## config.mk

```make
export PLATFORM = sky130hd
export DESIGN_NAME = rps_match_controller
export DESIGN_NICKNAME = d
export VERILOG_FILES = /design/src/rtl/rps_pkg.sv /design/src/rtl/rps_judge.sv /design/src/rtl/rps_match_controller.sv
export SDC_FILE = /design/constraint.sdc
export NUM_CORES = 1
export LEC_CHECK = 0
export CORE_UTILIZATION = 45
export DETAILED_ROUTE_END_ITERATION = 8
export PLACE_DENSITY = 0.77
export SETUP_SLACK_MARGIN = 0.4
export SKIP_CTS_REPAIR_TIMING = 1
export SYNTH_ARGS = -nofsm -noshare
export SYNTH_HDL_FRONTEND = slang
export SYNTH_SLANG_ARGS = --single-unit
```

## constraint.sdc

```tcl
create_clock -name clock -period 2.4 [get_ports clock]
set_input_delay 0.24 -clock clock [delete_from_list [all_inputs] [get_ports clock]]
set_output_delay 0.24 -clock clock [all_outputs]
set_load 0.05 [all_outputs]
```

## src/rtl/rps_pkg.sv

```systemverilog
// Shared encodings for the rock-paper-scissors match controller:
// move codes, FSM states and the opponent LFSR feedback taps.
package rps_pkg;

  localparam int unsigned MOVE_W = 2;
  localparam int unsigned LFSR_W = 8;

  typedef logic [MOVE_W-1:0] move_t;

  localparam move_t MOVE_ROCK     = 2'd0;
  localparam move_t MOVE_PAPER    = 2'd1;
  localparam move_t MOVE_SCISSORS = 2'd2;

  // Feedback from bits 7,5,4,3
  localparam logic [LFSR_W-1:0] LFSR_TAPS = 8'hB8;

  typedef enum logic [2:0] {
    ST_SELECT,
    ST_LOCK,
    ST_RESOLVE,
    ST_SHOW,
    ST_MATCH_END
  } state_e;

  // Code 3 is not a legal move; treat it as rock
  function automatic move_t fold_move(input logic [MOVE_W-1:0] m);
    return (m == 2'd3) ? MOVE_ROCK : move_t'(m);
  endfunction

endpackage

```

## src/rtl/rps_judge.sv

```systemverilog
// Combinational round judge: (player - opp) mod 3 -> 1 win, 2 lose, 0 tie.
module rps_judge
  import rps_pkg::*;
(
  input  logic [1:0] player_move,
  input  logic [1:0] opp_move,
  output logic       win_c,
  output logic       lose_c,
  output logic       tie_c
);

  logic [2:0] diff;

  always_comb begin
    diff   = 3'(player_move) + 3'd3 - 3'(opp_move);
    win_c  = 1'b0;
    lose_c = 1'b0;
    tie_c  = 1'b0;
    case (diff)
      3'd1, 3'd4: win_c  = 1'b1;
      3'd2, 3'd5: lose_c = 1'b1;
      default:    tie_c  = 1'b1;
    endcase
  end

endmodule

```

## src/rtl/rps_match_controller.sv

```systemverilog
// Rock-paper-scissors match controller: locks a move on a stop edge, judges it
// against an LFSR or external opponent, keeps score and ends the match.
module rps_match_controller
  import rps_pkg::*;
#(
  parameter int unsigned ROUNDS_TO_WIN = 2,
  parameter int unsigned SCORE_W       = 4,
  parameter int unsigned SHOW_CYCLES   = 8,
  parameter int unsigned EXT_OPP       = 0,
  parameter logic [7:0]  LFSR_SEED     = 8'hA5
) (
  input  logic               clock,
  input  logic               reset_n,
  input  logic               rock_button,
  input  logic               paper_button,
  input  logic               scissors_button,
  input  logic               stop_signal,
  input  logic [1:0]         opp_choice,
  output logic               win_led,
  output logic               lose_led,
  output logic               tie_led,
  output logic [SCORE_W-1:0] player_score,
  output logic [SCORE_W-1:0] cpu_score,
  output logic [1:0]         cpu_choice,
  output logic               round_done,
  output logic               match_over
);

  localparam int unsigned CNT_W = (SHOW_CYCLES > 1) ? $clog2(SHOW_CYCLES) : 1;
  localparam logic [CNT_W-1:0]   SHOW_LAST = CNT_W'(SHOW_CYCLES - 1);
  localparam logic [SCORE_W-1:0] WIN_SCORE = SCORE_W'(ROUNDS_TO_WIN);

  state_e              state_q, state_d;
  logic                stop_q, stop_rst_q;
  logic [LFSR_W-1:0]   lfsr_q, lfsr_d;
  move_t               player_move_q, player_move_d;
  move_t               cpu_choice_q, cpu_choice_d;
  logic                win_q, win_d, lose_q, lose_d, tie_q, tie_d;
  logic [SCORE_W-1:0]  player_score_q, player_score_d;
  logic [SCORE_W-1:0]  cpu_score_q, cpu_score_d;
  logic                round_done_q, round_done_d;
  logic                match_over_q, match_over_d;
  logic [CNT_W-1:0]    show_cnt_q, show_cnt_d;

  logic                stop_edge_c;
  logic                one_btn_c;
  move_t               btn_move_c;
  logic                judge_win_c, judge_lose_c, judge_tie_c;

  rps_judge u_judge (
    .player_move (player_move_q),
    .opp_move    (cpu_choice_q),
    .win_c       (judge_win_c),
    .lose_c      (judge_lose_c),
    .tie_c       (judge_tie_c)
  );

  // stop_rst_q masks a stop level that was already high when reset released
  assign stop_edge_c = stop_signal & ~stop_q & ~stop_rst_q;

  always_comb begin
    one_btn_c  = 1'b0;
    btn_move_c = MOVE_ROCK;
    case ({rock_button, paper_button, scissors_button})
      3'b100:  begin one_btn_c = 1'b1; btn_move_c = MOVE_ROCK;     end
      3'b010:  begin one_btn_c = 1'b1; btn_move_c = MOVE_PAPER;    end
      3'b001:  begin one_btn_c = 1'b1; btn_move_c = MOVE_SCISSORS; end
      default: begin one_btn_c = 1'b0; btn_move_c = MOVE_ROCK;     end
    endcase
  end

  always_comb begin
    state_d        = state_q;
    lfsr_d         = {lfsr_q[LFSR_W-2:0], ^(lfsr_q & LFSR_TAPS)};
    player_move_d  = player_move_q;
    cpu_choice_d   = cpu_choice_q;
    win_d          = win_q;
    lose_d         = lose_q;
    tie_d          = tie_q;
    player_score_d = player_score_q;
    cpu_score_d    = cpu_score_q;
    round_done_d   = 1'b0;
    show_cnt_d     = show_cnt_q;

    case (state_q)
      ST_SELECT: begin
        // The move that qualified the stop edge is the one played
        if (stop_edge_c && one_btn_c) begin
          player_move_d = btn_move_c;
          state_d       = ST_LOCK;
        end
      end
      ST_LOCK: begin
        if (EXT_OPP != 0) cpu_choice_d = fold_move(opp_choice);
        else              cpu_choice_d = fold_move(lfsr_q[1:0]);
        state_d = ST_RESOLVE;
      end
      ST_RESOLVE: begin
        win_d        = judge_win_c;
        lose_d       = judge_lose_c;
        tie_d        = judge_tie_c;
        round_done_d = 1'b1;
        if (judge_win_c && (player_score_q < WIN_SCORE))
          player_score_d = player_score_q + SCORE_W'(1);
        if (judge_lose_c && (cpu_score_q < WIN_SCORE))
          cpu_score_d = cpu_score_q + SCORE_W'(1);
        show_cnt_d = '0;
        state_d    = ST_SHOW;
      end
      ST_SHOW: begin
        if (show_cnt_q == SHOW_LAST) begin
          if ((player_score_q == WIN_SCORE) || (cpu_score_q == WIN_SCORE))
            state_d = ST_MATCH_END;
          else
            state_d = ST_SELECT;
        end else begin
          show_cnt_d = show_cnt_q + CNT_W'(1);
        end
      end
      ST_MATCH_END: begin
        if (stop_edge_c) begin
          player_score_d = '0;
          cpu_score_d    = '0;
          win_d          = 1'b0;
          lose_d         = 1'b0;
          tie_d          = 1'b0;
          state_d        = ST_SELECT;
        end
      end
      default: state_d = ST_SELECT;
    endcase

    match_over_d = (state_d == ST_MATCH_END);
  end

  always_ff @(posedge clock) begin
    if (!reset_n) begin
      state_q        <= ST_SELECT;
      stop_q         <= 1'b0;
      stop_rst_q     <= stop_signal;
      lfsr_q         <= LFSR_SEED;
      player_move_q  <= MOVE_ROCK;
      cpu_choice_q   <= MOVE_ROCK;
      win_q          <= 1'b0;
      lose_q         <= 1'b0;
      tie_q          <= 1'b0;
      player_score_q <= '0;
      cpu_score_q    <= '0;
      round_done_q   <= 1'b0;
      match_over_q   <= 1'b0;
      show_cnt_q     <= '0;
    end else begin
      state_q        <= state_d;
      stop_q         <= stop_signal;
      stop_rst_q     <= 1'b0;
      lfsr_q         <= lfsr_d;
      player_move_q  <= player_move_d;
      cpu_choice_q   <= cpu_choice_d;
      win_q          <= win_d;
      lose_q         <= lose_d;
      tie_q          <= tie_d;
      player_score_q <= player_score_d;
      cpu_score_q    <= cpu_score_d;
      round_done_q   <= round_done_d;
      match_over_q   <= match_over_d;
      show_cnt_q     <= show_cnt_d;
    end
  end

  assign win_led      = win_q;
  assign lose_led     = lose_q;
  assign tie_led      = tie_q;
  assign player_score = player_score_q;
  assign cpu_score    = cpu_score_q;
  assign cpu_choice   = cpu_choice_q;
  assign round_done   = round_done_q;
  assign match_over   = match_over_q;

endmodule

```

# Word level (Yosys, flattened, before mapping)
# Cells that the tools add are included.
# totals
wordCells	85
reg_bits	33
inputBits	8
# classes
n_reduce_logical	17
mux	23
n_addsub	5
n_eq_ne	20
bitwise_logic	4
n_lt_le_gt_ge	2
# ops
cell	count
equality test 3 bit, second input constant	6
one-hot mux 4 bit (2 select lines)	2
two-way mux 3 bit	5
one-hot mux 3 bit (5 select lines)	1
equality test 3 x 2 -> 1 bit, second input constant	4
two-way mux 4 bit	3
equality test 3 x 1 -> 1 bit, second input constant	3
adder 4 x 1 -> 4 bit, second input constant	2
equality test 4 x 2 -> 1 bit, second input constant	2
< comparator 4 x 2 -> 1 bit, second input constant	2
inequality test 2 bit, second input constant	4
XOR reduction 8 bit	1
two-way mux 1 bit	6
one-hot mux 1 bit (2 select lines)	3
one-hot mux 3 bit (2 select lines)	1
AND reduction 2 bit	3
AND reduction 3 bit	2
one-hot mux 2 bit (2 select lines)	1
nonzero test 2 bit	2
OR reduction 2 bit	2
OR reduction 4 bit	1
adder 2 x 2 -> 3 bit, second input constant	1
adder 3 x 1 -> 3 bit, second input constant	1
logical AND 1 bit	3
8 further kinds	10

# Depth between registers and ports, before layout
# logic_depth
word_depth	8
ltp_mapped	8
ltp_nobuf	8

# By module
# From an unflattened synthesis, not the netlist that was laid out.
# hier_totals
cells_unflattened	153
hier_area_um2	1490.2
# by_module_without_submodules
mod	cells_per_inst	seq_area_each_um2	instances	area_each_um2
rps_match_controller	143	660.6	1	1408.9
rps_judge	10	0.0	1	81.3

# Worst setup path before layout
# OpenSTA, ideal clock, no wires.
# synth_timing
path_kind	reg2reg
from	reg cpu_choice_q[0], in the netlist cpu_choice[0]
to	reg cpu_score_q[0], in the netlist cpu_score[0]
setup_slack_ns	-0.108
arrival_time_ns	2.390
setup_ns	0.118
t_required_ns	2.282
n_path_buf	0
stages_incl_launch_ff	9
cell_sequence	dfxtp_1 -> inv_1 -> ha_1 -> inv_1 -> fa_1 -> or3b_4 -> a2111oi_4 -> xnor2_1 -> nor2_2
# synth_via
elab_chain_len	7
word_cells_on_any_way	8
# synth_lines
element	line	text
from (decl)	rps_match_controller.sv:37	move_t cpu_choice_q, cpu_choice_d;
from (signal assigned)	rps_match_controller.sv:158	cpu_choice_q <= cpu_choice_d;
subtractor 3 x 2 -> 3 bit (*)	rps_judge.sv:15	diff = 3'(player_move) + 3'd3 - 3'(opp_move);
equality test 3 x 2 -> 1 bit / equality test 3 bit (equally long branches)	rps_judge.sv:19	case (diff)
OR reduction 2 bit (*)	rps_judge.sv:19	
two-way mux 1 bit (*)	rps_judge.sv:19	
logical AND 1 bit (*)	rps_match_controller.sv:105	if (judge_lose_c && (cpu_score_q < WIN_SCORE))
inequality test 2 bit (no source line) (*)	--	
AND reduction 3 bit (no source line) (*)	--	
to (signal assigned)	rps_match_controller.sv:163	cpu_score_q <= cpu_score_d;
to (decl)	rps_match_controller.sv:40	logic [SCORE_W-1:0] cpu_score_q, cpu_score_d;
# Mark *: on every way between the ends. The rest lies on a longest branch, timed or not.
# A chain may end at the register's enable or synchronous reset.

# Worst setup path in the final report
# Same ends and word-level chain as after synthesis.

==> results.md <==
- The number of clock buffers added by TritonCTS is 5.
- The max-slew violation count was 0.
- The synthesized design contains 0 enable-type register cells.
- At the end of the flow the core is filled with cells to 58.7%.
- STA classifies the critical path startpoint as a flop.
- The final layout contains routed wiring with a total length of 2780 um.
- The number of placed I/O pins is 23.
- At the worst endpoint, the arrival time is 2.34 ns.
- Compared with the post-synthesis result, the final layout area differs by 23.5%.
- The routability congestion estimate is 0.765.
- The worst pin sits at a relative slew slack of 64.0%.
- The fraction of registers with async set/reset is 0%.
- The detailed-route wire length on metal 1 is 1250 um.
- The wire length of the first global-routing pass is 4640 um.
- The internal portion of total power is 0.787 mW.
- The run finished with clean final reports.
- The area share of the largest cell type after synthesis is 45.1%.
- Setup repair after global routing could not meet its margin everywhere.
- The sequential share of the synthesized area is 45.1%.
- By area the synthesized netlist is led by dfxtp_1 45%, ha_1 6.0%, nor2_1 4.4%, and2_1 3.4%, xnor2_1 3.0%.
- The number of optimization iterations in the first detailed-route pass is 4.
- The detail route stage leaves a number of antenna-violating nets equal to 0.
- The highest signal layer in the routed design is met4.
- The cell at the root of the clock tree is clkbuf_4.
- The max-capacitance violation count is 0.
- At the placement stage, the worst setup path has a slack of 0.228 ns.
- After detailed routing, the met3 layer carries 105 um of wire.
- The count of different cell masters after synthesis is 38.
- For the worst setup path, the data required time is 2.62 ns.
- The depth of the CTS H-tree is 2.
- After floorplanning, the core was divided into 20 placement rows.
- 0 antenna diodes ended up in the layout.
- Global routing consumed, over all layers together, 18.2% of the routing resources.
- The layout filler cell count is 281.
- In this run the worst hold path is classified as reg2reg.
- After clock tree synthesis, the clock-pin slew on the worst setup and hold paths is 0.10 ns.
- The largest net degree at the start of global routing is 14.
- The number of register bits inferred by synthesis is 33.
- The insertion delay of the later-clocked pin in the worst-skew pair is 0.33 ns.
- The area of combinational cells with multiple inputs is 783 um^2.
- For this run, design rule violations remaining after detail routing come to 0.
- After legalization and detailed placement, the total HPWL measured 2050 um.
- In this run the deepest clock path goes through 2 buffers.
- Dividing total power by cell area gives a power density of 573 nW/um^2.
- The via count of the first global-routing pass is 1088.
- On the final layout, the worst clock skew is 0.00562 ns.
- TritonCTS built the clock tree.
- The net load switching power is 0.249 mW.
- The count of final hold-check violations is 0.
- The width of the die is 59.0 um.
- Combinational cells account for 10.2% of the total power.
- Global routing finished with a remaining overflow of 0.
- In this run, the number of DRC markers left after iteration 0 of detailed routing was 28.
- The top achievable clock speed is 473 MHz.
- The transition time at the pin with the least slew margin is 0.539 ns.
- The fraction of power spent switching nets is 24.0%.
- The clock share of power is 33.6%.
- The initial antenna violation count is 0.
- The kind of end point of the critical path is a flop.
- The average instance in the mapped netlist occupies 9.63 um^2.
- The count of nets after finishing is 193.
- The time the final worst path needs with I/O delays and setup is 2.11 ns.
- The predominant post-synthesis flop cell is dfxtp_1.
- The floorplan die height is 59.0 um.
- In the final layout, flip-flops and latches occupy 667 um^2.
- The die covers 3490 um^2.
- The worst path uses 88.1% of the clock period.
- Leaving out fill and tap cells, the most frequent cell in the layout is dfxtp_1.
- The average wire length per cell after detail routing is 12.5 um.
- The count of cells along the worst hold path is 1.
- The final sum of negative setup slack is 0 ns.
- The count of buffers added on input and output ports is 20.
- For this run, the number of Yosys warnings is 0.
- The clock net in this run drives a total of 33 sinks.
- The core region is 3080 um^2.
- The worst-case IR drop observed on VDD is 0.319 mV.
- The initial core utilization is 47.6%.
- The fraction of final layout cells sized beyond drive strength 1 is 14.0%.
- The number of failing setup endpoints in the final timing report is 0.
- The final route contains 1131 vias.
- The top cell types in the final layout, fill and taps aside, are 30 x dfxtp_1, 20 x clkdlybuf4s50_1, 17 x nor2_1, 8 x and2_1, 7 x nand2_1.
- After detailed routing, the number of vias per cell comes to 5.09.
- The static power due to leakage is 0.698 nW.
- The cell taking the most area after synthesis is dfxtp_1.
- The post-synthesis instance total is 152.
- The path depth of the worst reg2reg path is 8.
- The net count after synthesis is 168.
- After synthesis the cells add up to 1460 um^2.
- The amount of wire on met2 after detailed routing is 1370 um.
- The worst setup path category is reg2reg.
- Setup slack closes at 0.286 ns.
- The sequential cell fraction of total power is 56.2%.
- The top fanout value on the critical path is 5.
==> cells in the mapped netlist, types with 2 or more instances <==
master    number
and3_1         3
a211oi_1       2
ha_1           7
xnor2_1        5
nand2b_1       4
or3b_4         2
clkbuf_1       2
nor2_1        17
inv_1          6
a41oi_1        2
nand3_1        3
o21ai_0        6
nand3b_1       4
o21a_1         2
nor3b_1        3
and2_1         8
a22oi_1        2
a21boi_0       3
nand2_1        7
xor2_1         2
and2b_2        2
nor2b_1        4
dfxtp_1       33
nor3b_2        2
a31oi_1        2
a21oi_1        6
nor3_1         2
==> stage by stage <==
stage	power [mW]	instance area, um^2	cells	hold slack (ns)
floorplan	0.666	1480	152	0.313
global placement	0.696	1730	214	0.397
detailed placement	0.700	1730	214	0.422
CTS	1.05	1800	222	0.449
global route	1.08	1810	222	0.458
finish	1.04	1810	222	0.437
==> routing by layer <==
metal	track usage (%)	vias to the layer above
li1	-	579
met1	21.7	530
met4	8.16	0
met3	6.11	5
met2	29.9	17
met5	0	-
==> cell families after synthesis <==
family                   count (synthesis)  share of synthesized area (%)
flip-flops                              33                           45.1
buffers and inverters                    9                           2.39
XOR/XNOR                                 7                           4.19
AND/OR/NAND/NOR                         66                           26.5
adder cells (fa/ha/maj)                  8                           7.35
multiplexers                             1                          0.684
AO/OA/AOI/OAI                           28                           13.8
==> sequential cells by signal, indices dropped and copies added (netlist names) <==
name / flops
player_score: 4
cpu_choice: 2
round_done: 1
player_move_q: 2
lose_led: 1
stop_rst_q: 1
lfsr_q: 8
win_led: 1
state_q: 3
cpu_score: 4
stop_q: 1
tie_led: 1
match_over: 1
show_cnt_q: 3
==> area by class of cell <==
type,count,area share (%)
Multi-Input combinational cell,110,43.3
Sequential cell,33,36.9
Timing Repair Buffer,21,11.5
Clock buffer,7,3.60
Tap cell,44,3.04
Inverter,6,1.38
Clock inverter,1,0.277
==> final timing paths <==
check,startpoint,end,slack (ns)
setup / recovery,cpu_choice[0],cpu_score[0],0.29
hold / removal,lfsr_q[2],lfsr_q[3],0.44
setup reg to reg,cpu_choice[0],cpu_score[0],0.29
hold reg to reg,lfsr_q[2],lfsr_q[3],0.44
==> power by group through the flow <==
stage	Combinational (mW)	Sequential (mW)	Clock (mW)
finish	0.106	0.582	0.348
global placement	0.103	0.593	0
floorplan	0.0663	0.600	0
detailed placement	0.105	0.595	0
CTS	0.106	0.583	0.364
global route	0.117	0.585	0.381
==> critical path, stage by stage (launching register included) <==
cell	delay (ns)
dfxtp_4	0.37
inv_4	0.04
ha_4	0.14
inv_2	0.05
fa_2	0.46
or3b_4	0.42
a2111oi_4	0.31
xnor2_1	0.18
nor2_2	0.04
Note: power is estimated with default switching activity, not from simulation.
